[src/rtl/fp_valid_pipe_if.sv]
`default_nettype none
// +--------------------------------------------------------------------------+
// | fp_valid_pipe_if : valid/tag pipeline handshake bundle       rev 1.0     |
// +--------------------------------------------------------------------------+
interface fp_valid_pipe_if #(
  parameter int LATENCY = 4,
  parameter int TAG_W   = 8,
  parameter int CNT_W   = 8
);
  localparam int IW = $clog2(LATENCY + 1);

  logic             en;
  logic             flush;
  logic             vin;
  logic [TAG_W-1:0] tag_in;
  logic             vout;
  logic [TAG_W-1:0] tag_out;
  logic             busy;
  logic [IW-1:0]    inflight;
  logic             lost;
  logic [CNT_W-1:0] lost_cnt;

  modport master (
    output en, flush, vin, tag_in,
    input  vout, tag_out, busy, inflight, lost, lost_cnt
  );

  modport slave (
    input  en, flush, vin, tag_in,
    output vout, tag_out, busy, inflight, lost, lost_cnt
  );
endinterface
`default_nettype wire

[src/rtl/fp_valid_pipe.sv]
`default_nettype none
// +--------------------------------------------------------------------------+
// | fp_valid_pipe : valid/tag delay line with stall, flush and loss count    |
// | rev 1.0                                                                  |
// +--------------------------------------------------------------------------+
module fp_valid_pipe #(
  parameter int LATENCY = 4,
  parameter int TAG_W   = 8,
  parameter int CNT_W   = 8
) (
  input  logic                clk,
  input  logic                rst,
  fp_valid_pipe_if.slave      bus
);
  localparam int IW = $clog2(LATENCY + 1);

  logic [LATENCY-1:0] v_q, v_d;
  logic [TAG_W-1:0]   t_q [LATENCY];
  logic [TAG_W-1:0]   t_d [LATENCY];
  logic [IW-1:0]      inflight_q, inflight_d;
  logic               lost_q, lost_d;
  logic [CNT_W-1:0]   lost_cnt_q, lost_cnt_d;
  logic               accept;
  logic               retire;

  always_comb begin
    accept     = bus.en & ~bus.flush & bus.vin;
    retire     = bus.en & ~bus.flush & v_q[LATENCY-1];
    v_d        = v_q;
    t_d        = t_q;
    inflight_d = inflight_q;
    lost_d     = lost_q;
    lost_cnt_d = lost_cnt_q;

    if (bus.flush) begin
      // Tags are left stale on purpose; tag_out is gated by vout.
      v_d        = '0;
      inflight_d = '0;
    end else if (bus.en) begin
      v_d[0] = bus.vin;
      t_d[0] = bus.tag_in;
      for (int i = 1; i < LATENCY; i++) begin
        v_d[i] = v_q[i-1];
        t_d[i] = t_q[i-1];
      end
      case ({accept, retire})
        2'b10:   inflight_d = inflight_q + IW'(1);
        2'b01:   inflight_d = inflight_q - IW'(1);
        default: inflight_d = inflight_q;
      endcase
    end else if (bus.vin) begin
      lost_d = 1'b1;
      if (lost_cnt_q != '1) begin
        lost_cnt_d = lost_cnt_q + CNT_W'(1);
      end
    end
  end

  always_ff @(posedge clk or posedge rst) begin
    if (rst) begin
      v_q        <= '0;
      t_q        <= '{default: '0};
      inflight_q <= '0;
      lost_q     <= 1'b0;
      lost_cnt_q <= '0;
    end else begin
      v_q        <= v_d;
      t_q        <= t_d;
      inflight_q <= inflight_d;
      lost_q     <= lost_d;
      lost_cnt_q <= lost_cnt_d;
    end
  end

  assign bus.vout     = v_q[LATENCY-1];
  assign bus.tag_out  = v_q[LATENCY-1] ? t_q[LATENCY-1] : '0;
  assign bus.busy     = (inflight_q != '0);
  assign bus.inflight = inflight_q;
  assign bus.lost     = lost_q;
  assign bus.lost_cnt = lost_cnt_q;
endmodule
`default_nettype wire

[src/flat_wrapper.sv]
// flat-port wrapper written by rule: the top's interface ports become plain ports
module fp_valid_pipe_flat 
#(
  parameter int LATENCY = 4,
  parameter int TAG_W   = 8,
  parameter int CNT_W   = 8
)
  (clk, rst, bus_en, bus_flush, bus_vin, bus_tag_in, bus_vout, bus_tag_out, bus_busy, bus_inflight, bus_lost, bus_lost_cnt);
  fp_valid_pipe_if #(.LATENCY(LATENCY), .TAG_W(TAG_W), .CNT_W(CNT_W)) bus_i ();
  input  logic clk;
  input  logic rst;
  input wire logic [$bits(bus_i.en)-1:0] bus_en;
  input wire logic [$bits(bus_i.flush)-1:0] bus_flush;
  input wire logic [$bits(bus_i.vin)-1:0] bus_vin;
  input wire logic [$bits(bus_i.tag_in)-1:0] bus_tag_in;
  output wire logic [$bits(bus_i.vout)-1:0] bus_vout;
  output wire logic [$bits(bus_i.tag_out)-1:0] bus_tag_out;
  output wire logic [$bits(bus_i.busy)-1:0] bus_busy;
  output wire logic [$bits(bus_i.inflight)-1:0] bus_inflight;
  output wire logic [$bits(bus_i.lost)-1:0] bus_lost;
  output wire logic [$bits(bus_i.lost_cnt)-1:0] bus_lost_cnt;
  assign bus_i.en = bus_en;
  assign bus_i.flush = bus_flush;
  assign bus_i.vin = bus_vin;
  assign bus_i.tag_in = bus_tag_in;
  assign bus_vout = bus_i.vout;
  assign bus_tag_out = bus_i.tag_out;
  assign bus_busy = bus_i.busy;
  assign bus_inflight = bus_i.inflight;
  assign bus_lost = bus_i.lost;
  assign bus_lost_cnt = bus_i.lost_cnt;
  fp_valid_pipe #(.LATENCY(LATENCY), .TAG_W(TAG_W), .CNT_W(CNT_W)) u_core (.clk(clk), .rst(rst), .bus(bus_i));
endmodule
[config.mk]
export PLATFORM = sky130hd
export DESIGN_NAME = fp_valid_pipe_flat
export DESIGN_NICKNAME = d
export VERILOG_FILES = /design/src/rtl/fp_valid_pipe_if.sv /design/src/rtl/fp_valid_pipe.sv /design/src/flat_wrapper.sv
export SDC_FILE = /design/constraint.sdc
export NUM_CORES = 1
export LEC_CHECK = 0
export CAP_MARGIN = 20
export CORE_MARGIN = 4
export CORE_UTILIZATION = 52
export DETAILED_ROUTE_END_ITERATION = 8
export PLACE_DENSITY = 0.79
export SLEW_MARGIN = 25
export SYNTH_ARGS = -nofsm -noshare
export SYNTH_HDL_FRONTEND = slang
export SYNTH_SLANG_ARGS = --single-unit
[constraint.sdc]
create_clock -name clk -period 2 [get_ports clk]
set_input_delay 0.2 -clock clk [delete_from_list [all_inputs] [get_ports clk]]
set_output_delay 0.2 -clock clk [all_outputs]
set_load 0.03 [all_outputs]
Word-level counts from Yosys, hierarchy flattened. Cells that the tools add are included.

Bits of input ports: 13. Flip-flop bits (word level): 48. Word-level logic and storage cells: 32. Output and inout bits: 22.

Add/sub/neg operators: 3. Multiplexer cells: 6. Reductions and logical operators: 7. Bitwise operators: 5. Equality and inequality tests: 3.

Operator list (count): 8-bit by 1-bit adder with 8-bit output (second input constant) (1); 4-bit 2-to-1 mux (2); 8-bit 2-to-1 mux (1); 8-bit inequality test (second input constant) (1); 3-bit 2-to-1 mux (2); 3-bit case mux with 2 select lines (1); 3-bit nonzero test (2); 2-bit AND reduction (2); 4-bit AND reduction (1); 3-bit by 1-bit adder with 3-bit output (second input constant) (1); 1-bit bitwise AND (3); 3-bit AND reduction (1); 3-bit by 1-bit subtractor with 3-bit output (second input constant) (1); 2-bit by 1-bit == test with 1-bit output (second input constant) (1); 2-bit == test (second input constant) (1); 1-bit inverter (2); 2-bit nonzero test (1).

Logic depth before layout (Yosys ltp). Gate-level depths: netlist (run 1).

Word-level depth: 7. Mapped depth: 10. Gate-level depth less buffers: 7.

Worst setup path after synthesis (run 1). OpenSTA, ideal clock, no wires.

Path kind: register -> register. Start point: register u_core.v_q[3]. End point: register u_core.inflight_q[2], in the netlist u_core.bus.inflight[2]. Stages on the path, launching flop included: 8. Buffers on the path: 1. Setup time: 0.119 ns. Setup slack: 0.087 ns. Data arrival time: 1.795 ns. Data required time: 1.881 ns. Period minus slack after synthesis: 1.913 ns. Path through: dfrtp_1 > clkbuf_1 > nor3b_1 > fa_1 > and3b_2 > o21ai_0 > xor2_1 > nor2_1.

Cells in the longest elaborated chain, start to end: 5. Elaborated cells on any way between the ends: 8. Those cells by class: eq/ne: 2; mux: 3; bitwise: 1; reduce/logical: 2.

Ends and longest elaborated chain: from (decl) (RTL line fp_valid_pipe.sv:17) `logic [LATENCY-1:0] v_q, v_d;`; from (signal assigned) (RTL line fp_valid_pipe.sv:67) `v_q <= v_d;`; 1-bit bitwise AND (*) (RTL line fp_valid_pipe.sv:28) `retire = bus.en & ~bus.flush & v_q[LATENCY-1];`; 2-bit by 1-bit == test with 1-bit output / 2-bit == test (equally long branches) (RTL line fp_valid_pipe.sv:46) `case ({accept, retire})`; 3-bit case mux with 2 select lines (RTL line fp_valid_pipe.sv:46); 3-bit 2-to-1 mux (RTL line fp_valid_pipe.sv:39) `end else if (bus.en) begin`; 3-bit 2-to-1 mux (RTL line fp_valid_pipe.sv:35) `if (bus.flush) begin`; to (signal assigned) (RTL line fp_valid_pipe.sv:69) `inflight_q <= inflight_d;`; to (decl) (RTL line fp_valid_pipe.sv:20) `logic [IW-1:0] inflight_q, inflight_d;`.

Mark *: on every way between the ends. The rest lies on a longest branch, timed or not. The select of a mux whose other input is x is not followed. A chain may end at the register's enable or synchronous reset.

Final worst setup path (run 1).
Start point: register u_core.inflight_q[0], in the netlist u_core.bus.inflight[0]. End point: output bus_busy.

Cells in the longest elaborated chain, start to end: 1.

Ends and longest elaborated chain: 3-bit nonzero test (RTL line fp_valid_pipe.sv:77) `assign bus.busy = (inflight_q != '0);`; to (decl) (RTL line flat_wrapper.sv:18) `output wire logic [$bits(bus_i.busy)-1:0] bus_busy;`.

No other way between the ends.

==> results of run 1 <==
[power groups by stage]
stage / logic (mW) / registers [mW] / clock network, mW
2_1_floorplan: 0.301 / 1.43 / 0
3_3_place_gp: 0.553 / 1.35 / 0
3_5_place_dp: 0.578 / 1.37 / 0
4_1_cts: 0.581 / 1.35 / 0.722
5_1_grt: 0.618 / 1.39 / 0.766
6_report: 0.569 / 1.35 / 0.700
[cell families (layout without fill, tap and decap cells)]
logic type               count (synthesis)  after routing  synth area share [%]
adder cells (fa/ha/maj)                  2              2                  1.60
flip-flops                              48             48                  59.0
buffers and inverters                    9             50                  2.64
AND/OR/NAND/NOR                         36             36                  10.9
XOR/XNOR                                10             10                  4.30
multiplexers                            37             37                  20.2
AO/OA/AOI/OAI                            3              3                  1.29
[flip-flops by register name, indices dropped and copies added, names as in the netlist]
signal	count
u_core.v_q	4
u_core.t_q	32
u_core.bus.inflight	3
u_core.bus.lost_cnt	8
u_core.bus.lost	1
[worst register-to-register path, stage by stage, from the launching register on]
cell     delay [ps]
dfrtp_1         380
nor3b_1         150
fa_1            370
and3b_2         210
o21ai_0         190
xor2_1          160
nor2_1           50
[worst paths after layout]
check	from	endpoint	slack, ps	depth (start not counted)
min	rst	u_core.t_q[2]$_DFFE_PP0N_	350	3
max	u_core.bus.inflight[0]$_DFFE_PP0P_	bus_busy	90	2
min reg2reg	u_core.bus.lost$_DFFE_PP0P_	u_core.bus.lost$_DFFE_PP0P_	470	1
max reg2reg	u_core.v_q[3]$_DFFE_PP0N_	u_core.bus.inflight[2]$_DFFE_PP0P_	380	6
min in group clk	u_core.bus.lost$_DFFE_PP0P_	u_core.bus.lost$_DFFE_PP0P_	470	1
max in group asynchronous	rst	u_core.v_q[1]$_DFFE_PP0N_	1260	3
[metrics by stage]
stage | setup slack (ps) | instances | util (%) | instance area [um2] | hold WS (ps)
CTS | 74.8 | 234 | 68.7 | 2550 | 371
finish | 92.1 | 234 | 68.7 | 2550 | 354
global placement | 74.2 | 226 | 65.5 | 2430 | 454
global route | 7.57 | 234 | 68.7 | 2550 | 411
detailed placement | 38.4 | 226 | 65.5 | 2430 | 457
floorplan | 86.6 | 145 | - | 2040 | 351
[per-layer routing]
layer / GRT usage (%) / vias to the layer above
met5: 0 / -
met2: 24.2 / 25
met3: 4.83 / 2
met1: 17.7 / 602
met4: 5.01 / 0
li1: - / 571
[cells in the mapped netlist, types with 2 or more instances]
cell type   n
dfrtp_1    48
nand2_1     5
mux2_2     33
nor3b_1     2
buf_6       2
buf_2       4
nor2_1      9
inv_1       2
and2_1      8
nand3_1     3
mux2i_1     4
xor2_1      9
[final cells by class]
type                       count  area (um2)
timing repair buffer          40         385
fill                         281        1160
clock inverter                 3        47.5
sequential                    48        1200
inverter                       2        7.51
multi-input combinational     88         781
clock buffer                   5        68.8
tap                           48        60.1
==> reports/qor.csv, run 1 <==
stage,metric,value,unit
placement,post-DP HPWL,2.28,mm
pwr,Power Total,2.62,mW
critical_path,Critical Path End Type,primary output,
placement,routability cong.,0.792,
critical_path,Critical Path Start Type,flip-flop,
pwr,clock power share,26.7,%
outcome,status,"finished, final reports clean",
clock_network,clock slew at reported path FFs,90,ps
clock_network,worst skew pair latency,300,ps
global_route,GRT overflow,0,
critical_path,Required @ worst endpoint,1800,ps
timing,Final period util,95.4,%
critical_path,cells along the critical path,or3_1 -> clkdlybuf4s50_1,
clock_network,post-CTS setup buffer count,0,
critical_path,Worst Path Max Fanout,4,
logic_synthesis,Mean Syn Cell Area,14.0,um2
routing,routed via count,1200,
clock_network,CTS Root Cell,clkbuf_8,
pwr,sequential power share,51.6,%
pwr,Combinational Power Share,21.7,%
critical_path,CP arrival,1710,ps
critical_path,worst stage delay on the critical path,600,ps
routing,routed wl met2,1.68,mm
routing,first-pass iteration count of the detailed router,4,
pwr,internal power,1.89,mW
critical_path,CP Class,flip-flop to primary output,
die,# IOs,35,
pwr,P_sw,0.735,mW
logic_synthesis,synthesized instance count,145,
clock_network,CTS tree,done,
logic_synthesis,synth top area cells,"dfrtp_1 59%, mux2_2 18%, xor2_1 3.9%",
die,Initial Utilization,54.8,%
timing,Worst Skew,8.00,ps
critical_path,CP top delay family,buffers and inverters,
logic_synthesis,"area leader, netlist",dfrtp_1,
critical_path,"Buf+Inv Stages, Crit Path",1,
routing,drt wl/cell,13.9,um
logic_synthesis,synthesized area,2040,um2
routing,met3 routed WL,152,um
min_path,hold crit path type,input port to async pin,
die,Die H,70.6,um
timing,fin. max-slew vios,0,
timing,post-layout minimum cycle time,1910,ps
pwr,VDD IR max,0.633,mV
logic_synthesis,Yosys warnings,0,
timing,setup TNS,0,ps
timing,final setup fails,0,
clock_network,post_cts resized,0,
logic_synthesis,register area share after synthesis,59.0,%
die,Core Area,3720,um2
routing,met1 wire length,1.39,mm
global_route,number of global-route vias before repair,1239,
final_layout,P&R area growth vs syn,25.3,%
routing,post-route ant nets,0,
clock_network,CTS buffer count,5,
routing,Highest Signal Layer,met4,
logic_synthesis,Yosys top cell area share,59.0,%
pwr,switching part of the total power,28.0,%
routing,DR DRC count,0,
critical_path,Worst path slowest cell,clkdlybuf4s50_1,
global_route,global-route wire length before repair,5.62,mm
placement,count of input and output buffers,34,
timing,RSZ-0062 raised after global routing,false,
routing,Via-to-Cell Ratio,5.13,
timing,Max Fclk,0.524,GHz
global_route,GR Util All Layers,14.5,%
final_layout,most frequent cells in the layout,"48 x dfrtp_1, 34 x clkdlybuf4s50_1, 33 x mux2_2, 9 x nor2_1, 9 x xor2_1",
timing,Worst Tran Pin Value,570,ps
global_route,largest net degree at the start of global routing,49,
global_route,initial antenna violation count,0,
pwr,Pwr Density,1030,nW/um2
clock_network,hold buffers post-CTS,0,
final_layout,NumNets Final,200,
timing,Rel. slew slack,62.0,%
logic_synthesis,"Distinct cells, synth",28,
final_layout,layout cells sized above 1,29.0,%
logic_synthesis,share of flip-flops with an asynchronous set or reset,100,%
logic_synthesis,syn nets,160,
pwr,Leak,1.14,nW
final_layout,ant diodes,0,
routing,Iter 0 DRT Violations,62,
timing,Final Hold Fails,0,
final_layout,"commonest non-fill, non-tap cell in the layout",dfrtp_1,
die,row cnt,22,
routing,Post-Route WL,3.25,mm
clock_network,number of H-tree levels,2,
logic_synthesis,post-synthesis sequential element count,48,
clock_network,Clock Sinks,48,
die,die extent in x,70.6,um
logic_synthesis,"Primary FF master, synth",dfrtp_1,
die,Die ar.,4980,um2
logic_synthesis,number of synthesized flops with an enable pin,0,
flow_run,Max Cap Violations,0,
clock_network,Clock Tree Buf Depth,2,
(Power assumes the default switching activity.)
==> inputs of run 2 (changes only) <==
--- a/config.mk
+++ b/config.mk
@@ -8,6 +8,7 @@
 export CAP_MARGIN = 20
 export CORE_MARGIN = 4
 export CORE_UTILIZATION = 52
+export CTS_CLUSTER_DIAMETER = 50
 export DETAILED_ROUTE_END_ITERATION = 8
 export PLACE_DENSITY = 0.79
 export SLEW_MARGIN = 25
==> results of run 2 <==
Final layout, timing and power as in run 1 (identical DEF).
